==> src/rtl/wb_pkg.sv <==
// rtl/wb_pkg.sv - shared defaults and commit-source state encoding for the write-back arbiter
package wb_pkg;

    localparam int DEF_DATA_W     = 9;
    localparam int DEF_ADDR_W     = 3;
    localparam int DEF_FIFO_DEPTH = 2;

    // Last commit source; drives the MemtoReg select
    typedef enum logic [1:0] {
        IDLE   = 2'd0,
        WB_ALU = 2'd1,
        WB_MEM = 2'd2
    } wb_state_e;

endpackage

==> src/rtl/wb_fifo.sv <==
// rtl/wb_fifo.sv - small circular buffer holding ALU write-back requests
module wb_fifo #(
    parameter int WIDTH = 12,
    parameter int DEPTH = 2,
    parameter int CNT_W = $clog2(DEPTH + 1)
) (
    input  logic             clk,
    input  logic             reset,
    input  logic             push_i,
    input  logic             pop_i,
    input  logic [WIDTH-1:0] wdata_i,
    output logic [WIDTH-1:0] rdata_o,
    output logic [CNT_W-1:0] count_o,
    output logic             full_o,
    output logic             empty_o
);

    localparam int PTR_W = (DEPTH > 1) ? $clog2(DEPTH) : 1;

    logic [WIDTH-1:0] mem_q [DEPTH];
    logic [PTR_W-1:0] wr_ptr_q, wr_ptr_d;
    logic [PTR_W-1:0] rd_ptr_q, rd_ptr_d;
    logic [CNT_W-1:0] count_q, count_d;
    logic             do_push;
    logic             do_pop;

    assign full_o  = (count_q == CNT_W'(DEPTH));
    assign empty_o = (count_q == '0);
    assign count_o = count_q;
    assign rdata_o = mem_q[rd_ptr_q];

    // Overflow/underflow requests are ignored rather than corrupting state
    assign do_push = push_i && !full_o;
    assign do_pop  = pop_i && !empty_o;

    // Pointer advance wraps at DEPTH so non-power-of-two depths work
    always_comb begin
        wr_ptr_d = wr_ptr_q;
        rd_ptr_d = rd_ptr_q;
        count_d  = count_q;
        if (do_push) begin
            wr_ptr_d = (wr_ptr_q == PTR_W'(DEPTH - 1)) ? '0 : wr_ptr_q + 1'b1;
        end
        if (do_pop) begin
            rd_ptr_d = (rd_ptr_q == PTR_W'(DEPTH - 1)) ? '0 : rd_ptr_q + 1'b1;
        end
        if (do_push && !do_pop) begin
            count_d = count_q + 1'b1;
        end else if (do_pop && !do_push) begin
            count_d = count_q - 1'b1;
        end
    end

    // Pointer and occupancy registers; reset empties the buffer
    always_ff @(posedge clk) begin
        if (reset) begin
            wr_ptr_q <= '0;
            rd_ptr_q <= '0;
            count_q  <= '0;
        end else begin
            wr_ptr_q <= wr_ptr_d;
            rd_ptr_q <= rd_ptr_d;
            count_q  <= count_d;
        end
    end

    // Entry storage needs no reset; occupancy decides what is valid
    always_ff @(posedge clk) begin
        if (do_push) begin
            mem_q[wr_ptr_q] <= wdata_i;
        end
    end

endmodule

==> src/rtl/writeback_arbiter.sv <==
// rtl/writeback_arbiter.sv - merges load responses and buffered ALU results into one register-file write port
module writeback_arbiter
    import wb_pkg::*;
#(
    parameter int DATA_W     = DEF_DATA_W,
    parameter int ADDR_W     = DEF_ADDR_W,
    parameter int FIFO_DEPTH = DEF_FIFO_DEPTH
) (
    input  logic              clk,
    input  logic              reset,
    input  logic              alu_valid,
    input  logic [DATA_W-1:0] alu_result,
    input  logic [ADDR_W-1:0] alu_dest,
    output logic              alu_ready,
    input  logic              mem_valid,
    input  logic [DATA_W-1:0] mem_data,
    input  logic [ADDR_W-1:0] mem_dest,
    output logic [DATA_W-1:0] result,
    output logic [DATA_W-1:0] DataMemOut,
    output logic              MemtoReg,
    output logic              RegWrite,
    output logic [ADDR_W-1:0] WriteReg
);

    localparam int ENT_W = ADDR_W + DATA_W;
    localparam int CNT_W = $clog2(FIFO_DEPTH + 1);

    wb_state_e         state_q, state_d;
    logic              reg_write_q, reg_write_d;
    logic              mem_to_reg_q, mem_to_reg_d;
    logic [ADDR_W-1:0] write_reg_q, write_reg_d;
    logic [DATA_W-1:0] result_q, result_d;
    logic [DATA_W-1:0] data_mem_out_q, data_mem_out_d;

    logic              alu_accept;
    logic              fifo_push;
    logic              fifo_pop;
    logic [ENT_W-1:0]  fifo_head;
    logic [CNT_W-1:0]  fifo_count;
    logic              fifo_full;
    logic              fifo_empty;
    logic [ADDR_W-1:0] head_dest;
    logic [DATA_W-1:0] head_data;

    // Ready uses the registered count only, so a pop this cycle does not free a slot until next cycle
    assign alu_ready  = (fifo_count < CNT_W'(FIFO_DEPTH));
    assign alu_accept = alu_valid && alu_ready;
    assign head_dest  = fifo_head[ENT_W-1:DATA_W];
    assign head_data  = fifo_head[DATA_W-1:0];

    wb_fifo #(
        .WIDTH (ENT_W),
        .DEPTH (FIFO_DEPTH),
        .CNT_W (CNT_W)
    ) u_fifo (
        .clk     (clk),
        .reset   (reset),
        .push_i  (fifo_push),
        .pop_i   (fifo_pop),
        .wdata_i ({alu_dest, alu_result}),
        .rdata_o (fifo_head),
        .count_o (fifo_count),
        .full_o  (fifo_full),
        .empty_o (fifo_empty)
    );

    // Commit selection: load response, then oldest buffered ALU result, then a direct ALU bypass
    always_comb begin
        state_d        = IDLE;
        reg_write_d    = 1'b0;
        mem_to_reg_d   = mem_to_reg_q;
        write_reg_d    = write_reg_q;
        result_d       = result_q;
        data_mem_out_d = data_mem_out_q;
        fifo_push      = 1'b0;
        fifo_pop       = 1'b0;
        if (mem_valid) begin
            state_d        = WB_MEM;
            mem_to_reg_d   = 1'b1;
            data_mem_out_d = mem_data;
            write_reg_d    = mem_dest;
            reg_write_d    = (mem_dest != '0);
            fifo_push      = alu_accept && !fifo_full;
        end else if (!fifo_empty) begin
            state_d      = WB_ALU;
            mem_to_reg_d = 1'b0;
            result_d     = head_data;
            write_reg_d  = head_dest;
            reg_write_d  = (head_dest != '0);
            fifo_pop     = 1'b1;
            fifo_push    = alu_accept && !fifo_full;
        end else if (alu_accept) begin
            state_d      = WB_ALU;
            mem_to_reg_d = 1'b0;
            result_d     = alu_result;
            write_reg_d  = alu_dest;
            reg_write_d  = (alu_dest != '0);
        end
    end

    // Commit-source state and registered write-back outputs
    always_ff @(posedge clk) begin
        if (reset) begin
            state_q        <= IDLE;
            reg_write_q    <= 1'b0;
            mem_to_reg_q   <= 1'b0;
            write_reg_q    <= '0;
            result_q       <= '0;
            data_mem_out_q <= '0;
        end else begin
            state_q        <= state_d;
            reg_write_q    <= reg_write_d;
            mem_to_reg_q   <= mem_to_reg_d;
            write_reg_q    <= write_reg_d;
            result_q       <= result_d;
            data_mem_out_q <= data_mem_out_d;
        end
    end

    // MemtoReg tracks state==WB_MEM on commits and simply holds through idle cycles
    assign MemtoReg   = mem_to_reg_q;
    assign RegWrite   = reg_write_q;
    assign WriteReg   = write_reg_q;
    assign result     = result_q;
    assign DataMemOut = data_mem_out_q;

endmodule
==> config.mk <==
export PLATFORM = sky130hd
export DESIGN_NAME = writeback_arbiter
export DESIGN_NICKNAME = d
export VERILOG_FILES = /design/src/rtl/wb_pkg.sv /design/src/rtl/wb_fifo.sv /design/src/rtl/writeback_arbiter.sv
export SDC_FILE = /design/constraint.sdc
export NUM_CORES = 1
export LEC_CHECK = 0
export ABC_AREA = 1
export BUFFER_PORTS_ARGS = -buffer_cell sky130_fd_sc_hd__buf_2
export CORE_AREA = 2 2 61 86
export CTS_BUF_LIST = sky130_fd_sc_hd__clkbuf_8
export CTS_CLUSTER_DIAMETER = 40
export DETAILED_ROUTE_END_ITERATION = 8
export DIE_AREA = 0 0 63 88
export PLACE_DENSITY_LB_ADDON = 0.25
export SLEW_MARGIN = 20
export SYNTH_ARGS = -nofsm -noshare
export SYNTH_HDL_FRONTEND = slang
export SYNTH_SLANG_ARGS = --single-unit
==> constraint.sdc <==
create_clock -name clk -period 1.9 [get_ports clk]
set_clock_uncertainty 0.05 [all_clocks]
set_input_delay 0.38 -clock clk [delete_from_list [all_inputs] [get_ports clk]]
set_output_delay 0.38 -clock clk [all_outputs]
set_load 0.005 [all_outputs]
==> results.txt <==
The flow ran to the end, and the final reports show no timing, DRC or antenna violations. CTS built an H-tree with a depth of 2. In the finished design, the share of the clock period the worst path needs comes to 78.77%. The worst hold path belongs to the class in -> reg.

The filler cell count came out at 475. For the pin with the worst max-slew slack, the measured transition is approximately 370 ps. The startpoint identified for the worst register-to-register timing path is u_fifo.count_o[0]$_SDFFE_PP0P_. The post-synthesis sequential area ratio came out at 61.06%.

Synthesis handed over a netlist of 229 instances. The cell at the root of the clock tree is sky130_fd_sc_hd__clkbuf_8. Of the total synthesized cell area, the portion taken by AND, OR, NAND and NOR gates is 23.55%. The sum of net half-perimeters after detailed placement is 3.132 mm.

The complex-gate fraction of the synthesized area is ~9.1%. By area, the combinational part of the netlist is dominated by simple AND/OR/NAND/NOR gates. For the worst-skew pair, the clock arrives at the later sink with an insertion delay of 290 ps.

The number of distinct library cells after synthesis came out at 21. The clock-pin slew on the worst setup and hold paths came out at about 90 ps. 0 antenna diodes ended up in the layout.

The met2 routed wirelength is approximately 2.3 mm. The kind of cell with the highest combined delay along the critical path is flip-flops. Measured along the y axis, the die boundary spans 88 um. The remaining antenna violation count is 0. The power per unit of standard cell area came out at 1234 nW/um^2. The type of the worst setup path is reg -> reg. The count of maximum capacitance violations came out at 0. The number of nets in the layout came out at 317.

The maximum resistive drop on vdd came out at 0.6873 mV. The last weighted congestion value of the routability-driven placer came out at roughly 0.80. The uppermost layer routed is met4.

The wire length after detailed routing is 4.389 mm. The synthesized design contains 52 register bits. In this run the most critical hold path is launched from alu_result[7]. The per-cell routed wire length came out at 12.43 um. The area enclosed by the die boundary is 5544 um^2. TritonCTS built the clock tree. The adder and majority cell fraction of the synthesized area came out at less than 1%.

The cell area after layout is 2560 um^2. For this run, the number of Yosys warnings is 0. The largest fanout on the critical path is 5. After Yosys synthesis, XOR and XNOR cells account for 0% of the synthesized area. The tightest slew margin relative to the limit came out at between 70% and 80%. Averaged over all synthesized cells, the footprint is 9.163 um^2.

The critical path goes through nor2_4 > inv_2 > nand2_1 > ha_1 > inv_1 > nand3_1 > o21ai_0 > a21oi_1. The number of buffer cells added on primary ports is slightly above 50. The first global-routing pass estimated 7.424 mm of wire. The worst reg2reg path depth came out at 8.

The number of slew-limit violations in the final report is 0. The number of antenna violations at the first check in global routing was 0. The routed via count divided by cell count came out at approximately 4.8. The slowest cell on the critical path is sky130_fd_sc_hd__dfxtp_1. STA classifies the critical path startpoint as a flop.

Counting instances, the worst hold path has a depth of 1. The CTS buffer count is 5. The final setup TNS is 0 ps. In this run the critical register-to-register path is captured at u_fifo.count_o[1]$_SDFFE_PP0P_. Setup repair after global routing left no endpoint under its margin. Summed over all layers, the global routing overflow is 0. No sink is reached through more buffers than the 2 on the longest clock path. The path with the worst hold slack has its endpoint at u_fifo.mem_q[0][7]$_DFFE_PP_. In the final routing, the length of wire on met1 measures 1.876 mm. STA classifies the critical path endpoint as a flop.

By area the synthesized netlist is led by sky130_fd_sc_hd__edfxtp_1 34%, sky130_fd_sc_hd__dfxtp_1 27%, sky130_fd_sc_hd__nand2_1 9.1%, sky130_fd_sc_hd__nor2_1 6.8%, sky130_fd_sc_hd__nand3_1 5.7%. The maximum clock frequency is about 670 MHz. The met3 routed wirelength is roughly 180 um. The number of buffers inserted to repair setup after CTS came out at 0. The share of Yosys cell area claimed by the top area cell type came out at 34.35%.

The cts-stage hold buffer count came out at 0. The pre-antenna-repair detailed-routing pass consisted of 4 iterations. The biggest cell delay along the critical path came out at between 400 and 500 ps.

The initial cell density of the core is 44.02%. Entering global routing, the biggest net connects 19 pins. The count of flip-flops with a built-in enable after synthesis came out at 24. The commonest cells after synthesis are 51 x sky130_fd_sc_hd__nand2_1, 38 x sky130_fd_sc_hd__nor2_1, 28 x sky130_fd_sc_hd__dfxtp_1, 24 x sky130_fd_sc_hd__edfxtp_1, 24 x sky130_fd_sc_hd__nand3_1. The cell area that synthesis handed to floorplanning was 2098 um^2. The placed instance area came out at 2452 um^2. The number of DRC markers after the initial detailed-route iteration is 78. Yosys instantiated no cell more often than sky130_fd_sc_hd__nand2_1. The number of nets in the synthesized netlist came out at ~260. In this run the core area contains 30 standard-cell rows. The mux share of post-synthesis cell area is 0%.

The critical path contains buffers and inverters numbering 2 combined. Subtracting the final worst setup slack from the clock period gives 1497 ps. The area added between synthesis and finish is 22.00%. Summed over all cells, the static leakage comes to 1.179 nW. The number of failing hold endpoints at the final stage came out at 0. The fraction of final layout cells sized beyond drive strength 1 is 25.95%.

The top-level port count is 52. Summed over all instances, the cell type with the most area after synthesis is sky130_fd_sc_hd__edfxtp_1. The async set-reset flop share out of synthesis came out at 0%. The number of gates resized after CTS was 0. In this run the register-to-register setup slack is 400 ps. The floorplan step defined a core boundary enclosing 4767 um^2. The data required time of the worst path came out at 2040 ps. The total setup violations reported at the end of the flow is 0. Clock tree synthesis found a total of 52 sinks. The overall routing resource usage came out at 17.47%. For this run, design rule violations remaining after detail routing come to 0. The via count of the first global-routing pass is 1,623. The via count came out at 1,688.

The die boundary width is 63 um. Among all flip-flop cells after synthesis, the most frequent one is sky130_fd_sc_hd__dfxtp_1. At the worst endpoint, the arrival time is 1640 ps.
==> per-layer routing <==
metal / global-route usage (%) / up-vias
met5: 0 / -
met4: 6.061 / 0
met3: 4.242 / 2
met2: 31.82 / 41
met1: 20.00 / 772
li1: - / 873
==> power by group <==
part / switching, mW / total, mW / internal, mW
logic: 0.608 / 0.973 / 0.365
clock network: 0.339 / 0.724 / 0.386
registers: 0.0871 / 1.46 / 1.38
==> registers in the layout, indices dropped and copies added, names as in the netlist, named ones only <==
signal / cells
u_fifo.count_o: 2
RegWrite: 1
MemtoReg: 1
DataMemOut: 9
u_fifo.mem_q: 24
WriteReg: 3
result: 9
u_fifo.rd_ptr_q: 1
u_fifo.wr_ptr_q: 1
==> layout make-up <==
type / count / area (um^2) / share of cell area, %
clock inverters: 3 / 38.79 / 1.515
well taps: 64 / 80.08 / 3.128
clock buffers: 5 / 68.82 / 2.688
flip-flops and latches: 52 / 1281 / 50.05
repair buffers: 60 / 322.8 / 12.61
multi-input cells: 150 / 696.9 / 27.22
inverters: 19 / 71.32 / 2.786
==> metrics by stage <==
stage / setup WS (ps) / instances / hold WS [ps] / total power [mW] / utilization, %
5_1_grt: 287.8 / 353 / 226.5 / 3.399 / 53.70
2_1_floorplan: 214.6 / 229 / 401.6 / 2.145 / -
4_1_cts: 400.6 / 353 / 227.8 / 3.209 / 53.70
3_3_place_gp: 251.1 / 345 / 403.6 / 2.447 / 51.44
3_5_place_dp: 221.1 / 345 / 408.6 / 2.471 / 51.44
6_report: 403.4 / 353 / 239.1 / 3.160 / 53.70
==> placed cells by master, fill, tap and decap left out, drive strengths merged <==
| cell | netlist | final |
|---|---|---|
| clkbuf | 1 | 5 |
| ha | 1 | 1 |
| a21oi | 6 | 6 |
| buf | 7 | 60 |
| edfxtp | 24 | 24 |
| bufinv | 0 | 1 |
| inv | 19 | 20 |
| o21ai | 17 | 17 |
| nand2 | 53 | 53 |
| nand3 | 24 | 24 |
| dfxtp | 28 | 28 |
| nor2 | 40 | 40 |
| clkinv | 0 | 1 |
| o211ai | 9 | 9 |
==> kinds of logic after synthesis <==
group,count (synthesis)
AOI/OAI and AO/OA,32
adders and majority gates,1
buffers and inverters,27
DFF,52
and+or+nand+nor,117
==> how the worst max path moves through the flow <==
stage | start | to | slack (ps) | cells past startpoint
finish | u_fifo.count_o[0]$_SDFFE_PP0P_ | u_fifo.count_o[1]$_SDFFE_PP0P_ | 400 | 8
global placement | mem_valid | u_fifo.count_o[1]$_SDFFE_PP0P_ | 250 | 8
CTS | u_fifo.count_o[0]$_SDFFE_PP0P_ | u_fifo.count_o[1]$_SDFFE_PP0P_ | 400 | 8
floorplan | u_fifo.count_o[0]$_SDFFE_PP0P_ | u_fifo.mem_q[1][0]$_DFFE_PP_ | 210 | 4
global route | u_fifo.count_o[0]$_SDFFE_PP0P_ | u_fifo.count_o[1]$_SDFFE_PP0P_ | 290 | 7
detailed placement | mem_valid | u_fifo.count_o[1]$_SDFFE_PP0P_ | 220 | 8
(Power assumes the default switching activity.)
